<file path="config.mk">
export PLATFORM = sky130hd
export DESIGN_NAME = huffman_canon_decoder_flat
export DESIGN_NICKNAME = d
export VERILOG_FILES = /design/src/rtl/huffman_pkg.sv /design/src/rtl/huffman_canon_decoder_if.sv /design/src/rtl/huffman_code_table.sv /design/src/rtl/huffman_canon_decoder.sv /design/src/flat_wrapper.sv
export SDC_FILE = /design/constraint.sdc
export NUM_CORES = 1
export LEC_CHECK = 0
export ABC_CLOCK_PERIOD_IN_PS = 10300
export CAP_MARGIN = 5
export CORE_UTILIZATION = 54
export CTS_CLUSTER_SIZE = 12
export DETAILED_ROUTE_END_ITERATION = 12
export GPL_ROUTABILITY_DRIVEN = 0
export HOLD_SLACK_MARGIN = 0.12
export PLACE_DENSITY = 0.77
export SKIP_LAST_GASP = 1
export SYNTH_ARGS = -nofsm -noshare
export SYNTH_HDL_FRONTEND = slang
export SYNTH_HIERARCHICAL = 1
export SYNTH_SLANG_ARGS = --single-unit
</file>
<file path="constraint.sdc">
create_clock -name clk -period 10.3 [get_ports clk]
set_input_delay 2.575 -clock clk [delete_from_list [all_inputs] [get_ports clk]]
set_output_delay 2.575 -clock clk [all_outputs]
set_load 0.03 [all_outputs]
</file>
<file path="src/rtl/huffman_pkg.sv">
// Shared defaults, FSM state encoding and length helpers for the canonical Huffman decoder.
package huffman_pkg;

  localparam int DEF_SYM_W   = 5;
  localparam int DEF_MAX_LEN = 8;

  typedef enum logic [1:0] {
    DECODE = 2'd0,
    EMIT   = 2'd1,
    ERR    = 2'd2
  } state_t;

  typedef logic [$clog2(DEF_MAX_LEN + 1)-1:0] len_t;

  function automatic int len_width(input int max_len);
    return $clog2(max_len + 1);
  endfunction

endpackage

</file>
<file path="src/rtl/huffman_canon_decoder_if.sv">
// Bit/symbol handshakes, flush and table-programming ports of the canonical Huffman decoder.
interface huffman_canon_decoder_if
  import huffman_pkg::*;
#(
  parameter int SYM_W   = DEF_SYM_W,
  parameter int MAX_LEN = DEF_MAX_LEN
);
  localparam int LEN_W = len_width(MAX_LEN);

  logic             flush;
  logic             cfg_cnt_we;
  logic [LEN_W-1:0] cfg_cnt_len;
  logic [SYM_W:0]   cfg_cnt_data;
  logic             cfg_sym_we;
  logic [SYM_W-1:0] cfg_sym_addr;
  logic [SYM_W-1:0] cfg_sym_data;
  logic             bit_valid;
  logic             bit_ready;
  logic             bit_in;
  logic             sym_valid;
  logic             sym_ready;
  logic [SYM_W-1:0] sym_out;
  logic [LEN_W-1:0] sym_len;
  logic             err;

  modport master (
    output flush, cfg_cnt_we, cfg_cnt_len, cfg_cnt_data,
    output cfg_sym_we, cfg_sym_addr, cfg_sym_data,
    output bit_valid, bit_in, sym_ready,
    input  bit_ready, sym_valid, sym_out, sym_len, err
  );

  modport slave (
    input  flush, cfg_cnt_we, cfg_cnt_len, cfg_cnt_data,
    input  cfg_sym_we, cfg_sym_addr, cfg_sym_data,
    input  bit_valid, bit_in, sym_ready,
    output bit_ready, sym_valid, sym_out, sym_len, err
  );

endinterface

</file>
<file path="src/rtl/huffman_code_table.sv">
// Programmable per-length code counts and canonical-index symbol RAM with combinational reads.
module huffman_code_table
  import huffman_pkg::*;
#(
  parameter int SYM_W   = DEF_SYM_W,
  parameter int MAX_LEN = DEF_MAX_LEN
) (
  input  logic                          clk,
  input  logic                          rst,
  input  logic                          cnt_we,
  input  logic [len_width(MAX_LEN)-1:0] cnt_wlen,
  input  logic [SYM_W:0]                cnt_wdata,
  input  logic                          sym_we,
  input  logic [SYM_W-1:0]              sym_waddr,
  input  logic [SYM_W-1:0]              sym_wdata,
  input  logic [len_width(MAX_LEN)-1:0] cnt_rlen,
  output logic [SYM_W:0]                cnt_rdata,
  input  logic [SYM_W-1:0]              sym_raddr,
  output logic [SYM_W-1:0]              sym_rdata
);

  logic [SYM_W:0]   cnt_r [0:MAX_LEN];
  logic [SYM_W-1:0] sym_r [0:(2**SYM_W)-1];

  // Count registers; entry 0 is never written, so length 0 always reads as "no codes".
  always_ff @(posedge clk or posedge rst) begin
    if (rst) begin
      for (int i = 0; i <= MAX_LEN; i++) cnt_r[i] <= '0;
    end else if (cnt_we && (cnt_wlen != '0) && (32'(cnt_wlen) <= 32'(MAX_LEN))) begin
      cnt_r[cnt_wlen] <= cnt_wdata;
    end
  end

  // Symbol RAM indexed by canonical position.
  always_ff @(posedge clk or posedge rst) begin
    if (rst) begin
      for (int i = 0; i < (2**SYM_W); i++) sym_r[i] <= '0;
    end else if (sym_we) begin
      sym_r[sym_waddr] <= sym_wdata;
    end
  end

  assign cnt_rdata = (32'(cnt_rlen) <= 32'(MAX_LEN)) ? cnt_r[cnt_rlen] : '0;
  assign sym_rdata = sym_r[sym_raddr];

endmodule

</file>
<file path="src/rtl/huffman_canon_decoder.sv">
// Bit-serial canonical Huffman decoder with run-time programmable tables.
// Optional HUFF_STICKY_ERR_EN: an invalid code parks the block in ERR until flush or rst.
module huffman_canon_decoder
  import huffman_pkg::*;
#(
  parameter int SYM_W   = DEF_SYM_W,
  parameter int MAX_LEN = DEF_MAX_LEN
) (
  input logic                    clk,
  input logic                    rst,
  huffman_canon_decoder_if.slave bus
);

  localparam int LEN_W = len_width(MAX_LEN);
  localparam int CW    = MAX_LEN + 1;

  state_t             state_r, state_nx;
  logic [MAX_LEN-1:0] code_r, code_nx;
  logic [MAX_LEN-1:0] first_r, first_nx;
  logic [SYM_W:0]     index_r, index_nx;
  logic [LEN_W-1:0]   len_r, len_nx;
  logic [SYM_W-1:0]   sym_out_r, sym_out_nx;
  logic [LEN_W-1:0]   sym_len_r, sym_len_nx;
  logic               err_r, err_nx;

  logic [LEN_W-1:0]   len_s;
  logic [CW-1:0]      code_ext_s;
  logic [CW-1:0]      diff_s;
  logic [SYM_W:0]     cnt_rd_s;
  logic [SYM_W-1:0]   sym_addr_s;
  logic [SYM_W-1:0]   sym_rd_s;
  logic               match_s;
  logic               last_s;
  logic               bit_ready_s;
  logic               bit_fire_s;

  huffman_code_table #(
    .SYM_W   (SYM_W),
    .MAX_LEN (MAX_LEN)
  ) u_table (
    .clk       (clk),
    .rst       (rst),
    .cnt_we    (bus.cfg_cnt_we),
    .cnt_wlen  (bus.cfg_cnt_len),
    .cnt_wdata (bus.cfg_cnt_data),
    .sym_we    (bus.cfg_sym_we),
    .sym_waddr (bus.cfg_sym_addr),
    .sym_wdata (bus.cfg_sym_data),
    .cnt_rlen  (len_s),
    .cnt_rdata (cnt_rd_s),
    .sym_raddr (sym_addr_s),
    .sym_rdata (sym_rd_s)
  );

  // A wrapped difference (code below first) is huge and can never match.
  assign len_s      = len_r + LEN_W'(1);
  assign code_ext_s = {code_r, bus.bit_in};
  assign diff_s     = code_ext_s - {1'b0, first_r};
  assign match_s    = (32'(diff_s) < 32'(cnt_rd_s));
  assign last_s     = (32'(len_s) == 32'(MAX_LEN));
  assign sym_addr_s = SYM_W'(32'(index_r) + 32'(diff_s));
  assign bit_fire_s = bus.bit_valid && bit_ready_s;

  // Bit acceptance: free-running in DECODE, follows the consumer in EMIT.
  always_comb begin
    bit_ready_s = 1'b0;
    case (state_r)
      DECODE:  bit_ready_s = 1'b1;
      EMIT:    bit_ready_s = bus.sym_ready;
      default: bit_ready_s = 1'b0;
    endcase
  end

  // Next-state, accumulator and output-register update.
  always_comb begin
    state_nx   = state_r;
    code_nx    = code_r;
    first_nx   = first_r;
    index_nx   = index_r;
    len_nx     = len_r;
    sym_out_nx = sym_out_r;
    sym_len_nx = sym_len_r;
    err_nx     = 1'b0;
    if (bus.flush) begin
      state_nx = DECODE;
      code_nx  = '0;
      first_nx = '0;
      index_nx = '0;
      len_nx   = '0;
    end else begin
      if ((state_r == EMIT) && bus.sym_ready) begin
        state_nx = DECODE;
      end else begin
        state_nx = state_r;
      end
      if (bit_fire_s) begin
        if (match_s) begin
          state_nx   = EMIT;
          sym_out_nx = sym_rd_s;
          sym_len_nx = len_s;
          code_nx    = '0;
          first_nx   = '0;
          index_nx   = '0;
          len_nx     = '0;
        end else if (last_s) begin
          code_nx  = '0;
          first_nx = '0;
          index_nx = '0;
          len_nx   = '0;
          err_nx   = 1'b1;
`ifdef HUFF_STICKY_ERR_EN
          state_nx = ERR;
`endif
        end else begin
          code_nx  = code_ext_s[MAX_LEN-1:0];
          first_nx = MAX_LEN'((32'(first_r) + 32'(cnt_rd_s)) << 1);
          index_nx = index_r + cnt_rd_s;
          len_nx   = len_s;
        end
      end else begin
`ifdef HUFF_STICKY_ERR_EN
        err_nx = (state_r == ERR);
`else
        err_nx = 1'b0;
`endif
      end
    end
  end

  // State and datapath registers.
  always_ff @(posedge clk or posedge rst) begin
    if (rst) begin
      state_r   <= DECODE;
      code_r    <= '0;
      first_r   <= '0;
      index_r   <= '0;
      len_r     <= '0;
      sym_out_r <= '0;
      sym_len_r <= '0;
      err_r     <= 1'b0;
    end else begin
      state_r   <= state_nx;
      code_r    <= code_nx;
      first_r   <= first_nx;
      index_r   <= index_nx;
      len_r     <= len_nx;
      sym_out_r <= sym_out_nx;
      sym_len_r <= sym_len_nx;
      err_r     <= err_nx;
    end
  end

  assign bus.bit_ready = bit_ready_s;
  assign bus.sym_valid = (state_r == EMIT);
  assign bus.sym_out   = sym_out_r;
  assign bus.sym_len   = sym_len_r;
  assign bus.err       = err_r;

endmodule

</file>
<file path="src/flat_wrapper.sv">
// flat-port wrapper written by rule: the top's interface ports become plain ports
module huffman_canon_decoder_flat import huffman_pkg::*;
#(
  parameter int SYM_W   = DEF_SYM_W,
  parameter int MAX_LEN = DEF_MAX_LEN
)
  (clk, rst, bus_flush, bus_cfg_cnt_we, bus_cfg_cnt_len, bus_cfg_cnt_data, bus_cfg_sym_we, bus_cfg_sym_addr, bus_cfg_sym_data, bus_bit_valid, bus_bit_in, bus_sym_ready, bus_bit_ready, bus_sym_valid, bus_sym_out, bus_sym_len, bus_err);
  huffman_canon_decoder_if #(.SYM_W(SYM_W), .MAX_LEN(MAX_LEN)) bus_i ();
  input logic clk;
  input logic rst;
  input wire logic [$bits(bus_i.flush)-1:0] bus_flush;
  input wire logic [$bits(bus_i.cfg_cnt_we)-1:0] bus_cfg_cnt_we;
  input wire logic [$bits(bus_i.cfg_cnt_len)-1:0] bus_cfg_cnt_len;
  input wire logic [$bits(bus_i.cfg_cnt_data)-1:0] bus_cfg_cnt_data;
  input wire logic [$bits(bus_i.cfg_sym_we)-1:0] bus_cfg_sym_we;
  input wire logic [$bits(bus_i.cfg_sym_addr)-1:0] bus_cfg_sym_addr;
  input wire logic [$bits(bus_i.cfg_sym_data)-1:0] bus_cfg_sym_data;
  input wire logic [$bits(bus_i.bit_valid)-1:0] bus_bit_valid;
  input wire logic [$bits(bus_i.bit_in)-1:0] bus_bit_in;
  input wire logic [$bits(bus_i.sym_ready)-1:0] bus_sym_ready;
  output wire logic [$bits(bus_i.bit_ready)-1:0] bus_bit_ready;
  output wire logic [$bits(bus_i.sym_valid)-1:0] bus_sym_valid;
  output wire logic [$bits(bus_i.sym_out)-1:0] bus_sym_out;
  output wire logic [$bits(bus_i.sym_len)-1:0] bus_sym_len;
  output wire logic [$bits(bus_i.err)-1:0] bus_err;
  assign bus_i.flush = bus_flush;
  assign bus_i.cfg_cnt_we = bus_cfg_cnt_we;
  assign bus_i.cfg_cnt_len = bus_cfg_cnt_len;
  assign bus_i.cfg_cnt_data = bus_cfg_cnt_data;
  assign bus_i.cfg_sym_we = bus_cfg_sym_we;
  assign bus_i.cfg_sym_addr = bus_cfg_sym_addr;
  assign bus_i.cfg_sym_data = bus_cfg_sym_data;
  assign bus_i.bit_valid = bus_bit_valid;
  assign bus_i.bit_in = bus_bit_in;
  assign bus_i.sym_ready = bus_sym_ready;
  assign bus_bit_ready = bus_i.bit_ready;
  assign bus_sym_valid = bus_i.sym_valid;
  assign bus_sym_out = bus_i.sym_out;
  assign bus_sym_len = bus_i.sym_len;
  assign bus_err = bus_i.err;
  huffman_canon_decoder #(.SYM_W(SYM_W), .MAX_LEN(MAX_LEN)) u_core (.clk(clk), .rst(rst), .bus(bus_i));
endmodule
</file>
==> flow_metrics.py <==
metrics = {
    "worst_setup_path": {
        "regToRegSetupSlack_ns": 5.37,
        "r2r-start": "u_core/len_r[2]$_DFFE_PP0P_",
        "cp-start-kind": "input pin",
        "crit_path_top_delay_cell": "clkdlybuf4s50_1",
        "crit_fanout": 3,
        "critical_path.top_delay_family": "buffers and inverters",
        "path_class": "in2out",
        "crit_start": "bus_sym_ready",
        "cp_cell_sequence": "clkdlybuf4s50_1, inv_1, a21oi_1, clkdlybuf4s50_1",
        "cp_slowest_stage_delay_ns": 0.69,
        "rr_endpoint": "u_core/bus.sym_out[4]$_DFFE_PP0P_",
        "endpoint_kind": "primary output",
        "ff2ff_path_depth": 13,
        "cp.required_ns": 7.73,
        "critPathBufInv": 3,
        "endpoint": "bus_bit_ready",
        "cp.depth": 4,
        "cp.arrival_ns": 3.98,
        "crit_top_cell": "clkdlybuf4s50_1",
    },
    "place": {
        "pre_cts_ws_ns": 3.75,
        "io_buffers": 39,
        "dp_hpwl_mm": 17.7,
    },
    "timing": {
        "worstMarginPinSlew_ns": 1.16,
        "max_freq_ghz": 0.153,
        "rsz0062_at_grt": "no",
        "fin_ws_ns": 3.75,
        "finClkSkew_ns": 0.00854,
        "hold_viol": 0,
        "relSlewSlack": 0.219,
        "post-route-period-util": 0.636,
        "tns_ns": 0,
        "final.min_clock_period_ns": 6.55,
        "setup_viol": 0,
        "report.final.slew_viol_count": 0,
    },
    "floorplanning": {
        "die_w_um": 153,
        "rows": 55,
        "floorplan.initialDensity": 0.548,
        "io_pins": 40,
        "fp.dieH_um": 153,
        "fp.dieArea_um2": 23500,
        "core_area_um2": 22600,
    },
    "final_layout": {
        "num_antenna_cells": 0,
        "n_fill_cell": 1685,
        "seq_area_um2": 6260,
        "multi_input_area_um2": 5850,
        "final_cell_mix": "dfrtp_1, mux2_2, mux4_2",
        "syn2layout_area_growth_pct": 12.1,
        "final_common_cell": "dfrtp_1",
        "drive_gt1_frac": 0.353,
        "final_nets": 988,
    },
    "clocking": {
        "cts_tree": "yes",
        "cts_made_buffers": 27,
        "insertion_delay_ns": 0.53,
        "cts_root_buffer": "clkbuf_16",
        "post_cts_resized": 0,
        "cts.sinks": 250,
        "h-tree-depth": 1,
        "clk_transition_reported_paths_ns": 0.06,
        "clk_path_buf_depth": 3,
        "cts_setup_buffers": 0,
        "hold_buffers": 0,
    },
    "worst_hold_path": {
        "holdCritPathClass": "reg2reg",
    },
    "power": {
        "p_leak_nw": 6.13,
        "power_density_nw_per_um2": 313,
        "vdd_ir_drop_max_uv": 211,
    },
    "detailed_routing": {
        "ant_nets": 0,
        "wl_per_cell_um": 21.6,
        "dr_total_vias": 7539,
        "post_drt_via_cell_ratio": 6.13,
        "drc": 0,
        "drt_iter0_markers": 424,
        "wl_mm": 26.5,
        "drt_first_pass_iters": 4,
    },
    "yosys": {
        "synth_seq_area_share": 0.505,
        "yosysWarnings": 6,
        "synthFlopType": "dfrtp_1",
        "synth-async-reset-ratio": 1.00,
        "synth_edf_count": 0,
        "synth_seq_cells": 250,
        "synth_nets": 959,
        "synth_cells": 900,
        "netlist_area_um2": 12400,
        "synth.distinct_cells": 48,
        "synth_area_per_cell_um2": 13.8,
    },
    "global_route": {
        "grt_start_max_net_pins": 134,
        "grt_pass1_wl_mm": 43.5,
        "grt.overflow.total": 0,
        "grt_usage": 0.235,
        "grt_pass1_vias": 7682,
        "antenna_found_initial": 0,
    },
    "status": {
        "status": "complete, no violations",
    },
    "job": {
        "drv_cap": 0,
    },
}
==> final cells by class <==
class,count,share of cell area
inverter,22,0.00649
sequential,250,0.451
timing repair buffer,54,0.0362
tap,285,0.0257
multi-input combinational,574,0.421
clock inverter,6,0.00415
clock buffer,39,0.0555
==> cells by family (layout without fill, tap and decap cells) <==
kind of cell | count (synthesis) | after routing | share of synthesized area
muxes | 291 | 291 | 0.320
DFF | 250 | 250 | 0.505
and+or+nand+nor | 142 | 142 | 0.0598
AOI/OAI and AO/OA | 94 | 94 | 0.0448
buffers and inverters | 76 | 121 | 0.0246
adders and majority gates | 31 | 31 | 0.0338
xor gates and xnor gates | 16 | 16 | 0.0113
==> layer usage <==
layer / GRT usage / vias to the layer above / share of wire
li1: - / 3368 / -
met1: 0.349 / 3965 / 0.47
met4: 0.0481 / 0 / 0.013
met2: 0.367 / 180 / 0.47
met3: 0.0383 / 26 / 0.049
met5: 0 / - / 0
==> cell usage after synthesis (all sizes together), types with 19 or more instances <==
library cell / n / area [um2]
a21oi: 32 / 160
dfrtp: 250 / 6260
o21ai: 32 / 160
clkbuf: 45 / 170
ha: 27 / 338
mux2: 222 / 2500
mux4: 62 / 1400
inv: 22 / 82.6
nand2: 53 / 199
nor2: 29 / 109
and3: 19 / 119
==> stage by stage <==
stage	cells	hold slack [ns]	instance area (um2)	total power [W]	util
2_1_floorplan	900	0.425	12400	0.00293	-
3_3_place_gp	1185	0.362	13100	0.00338	0.578
3_5_place_dp	1185	0.363	13100	0.00344	0.578
4_1_cts	1230	0.378	13900	0.00437	0.615
5_1_grt	1230	0.394	13900	0.00461	0.615
6_report	1230	0.373	13900	0.00435	0.615
==> worst min path at each step <==
| stage | end | startpoint | slack (ns) | cells after the start |
|---|---|---|---|---|
| after floorplan | u_core/u_table/cnt_r[48]$_DFFE_PP0P_ | u_core/u_table/cnt_r[48]$_DFFE_PP0P_ | 0.42 | 1 |
| after global placement | u_core/u_table/cnt_r[49]$_DFFE_PP0P_ | u_core/u_table/cnt_r[49]$_DFFE_PP0P_ | 0.36 | 0 |
| after detailed placement | u_core/u_table/cnt_r[49]$_DFFE_PP0P_ | u_core/u_table/cnt_r[49]$_DFFE_PP0P_ | 0.36 | 0 |
| after CTS | u_core/u_table/cnt_r[52]$_DFFE_PP0P_ | u_core/u_table/cnt_r[52]$_DFFE_PP0P_ | 0.38 | 0 |
| after global routing | u_core/u_table/cnt_r[49]$_DFFE_PP0P_ | u_core/u_table/cnt_r[49]$_DFFE_PP0P_ | 0.39 | 0 |
| final | u_core/u_table/cnt_r[49]$_DFFE_PP0P_ | u_core/u_table/cnt_r[49]$_DFFE_PP0P_ | 0.37 | 0 |
==> registers in the layout, summed over array words and instances (netlist names) <==
signal                flops
u_core/len_r              4
u_core/u_table/cnt_r     54
u_core/index_r            5
u_core/state_r            2
u_core/bus.sym_len        4
u_core/bus.err            1
u_core/u_table/sym_r    160
u_core/bus.sym_out        5
u_core/first_r            7
u_core/code_r             8
==> where the power goes <==
group	total (W)	internal, W	switching (W)
clock network	0.000916	0.000538	0.000378
registers	0.00133	0.00119	0.000137
logic	0.00210	0.00106	0.00105
total	0.00435	0.00279	0.00156
Power figures use the tool's default switching activity.
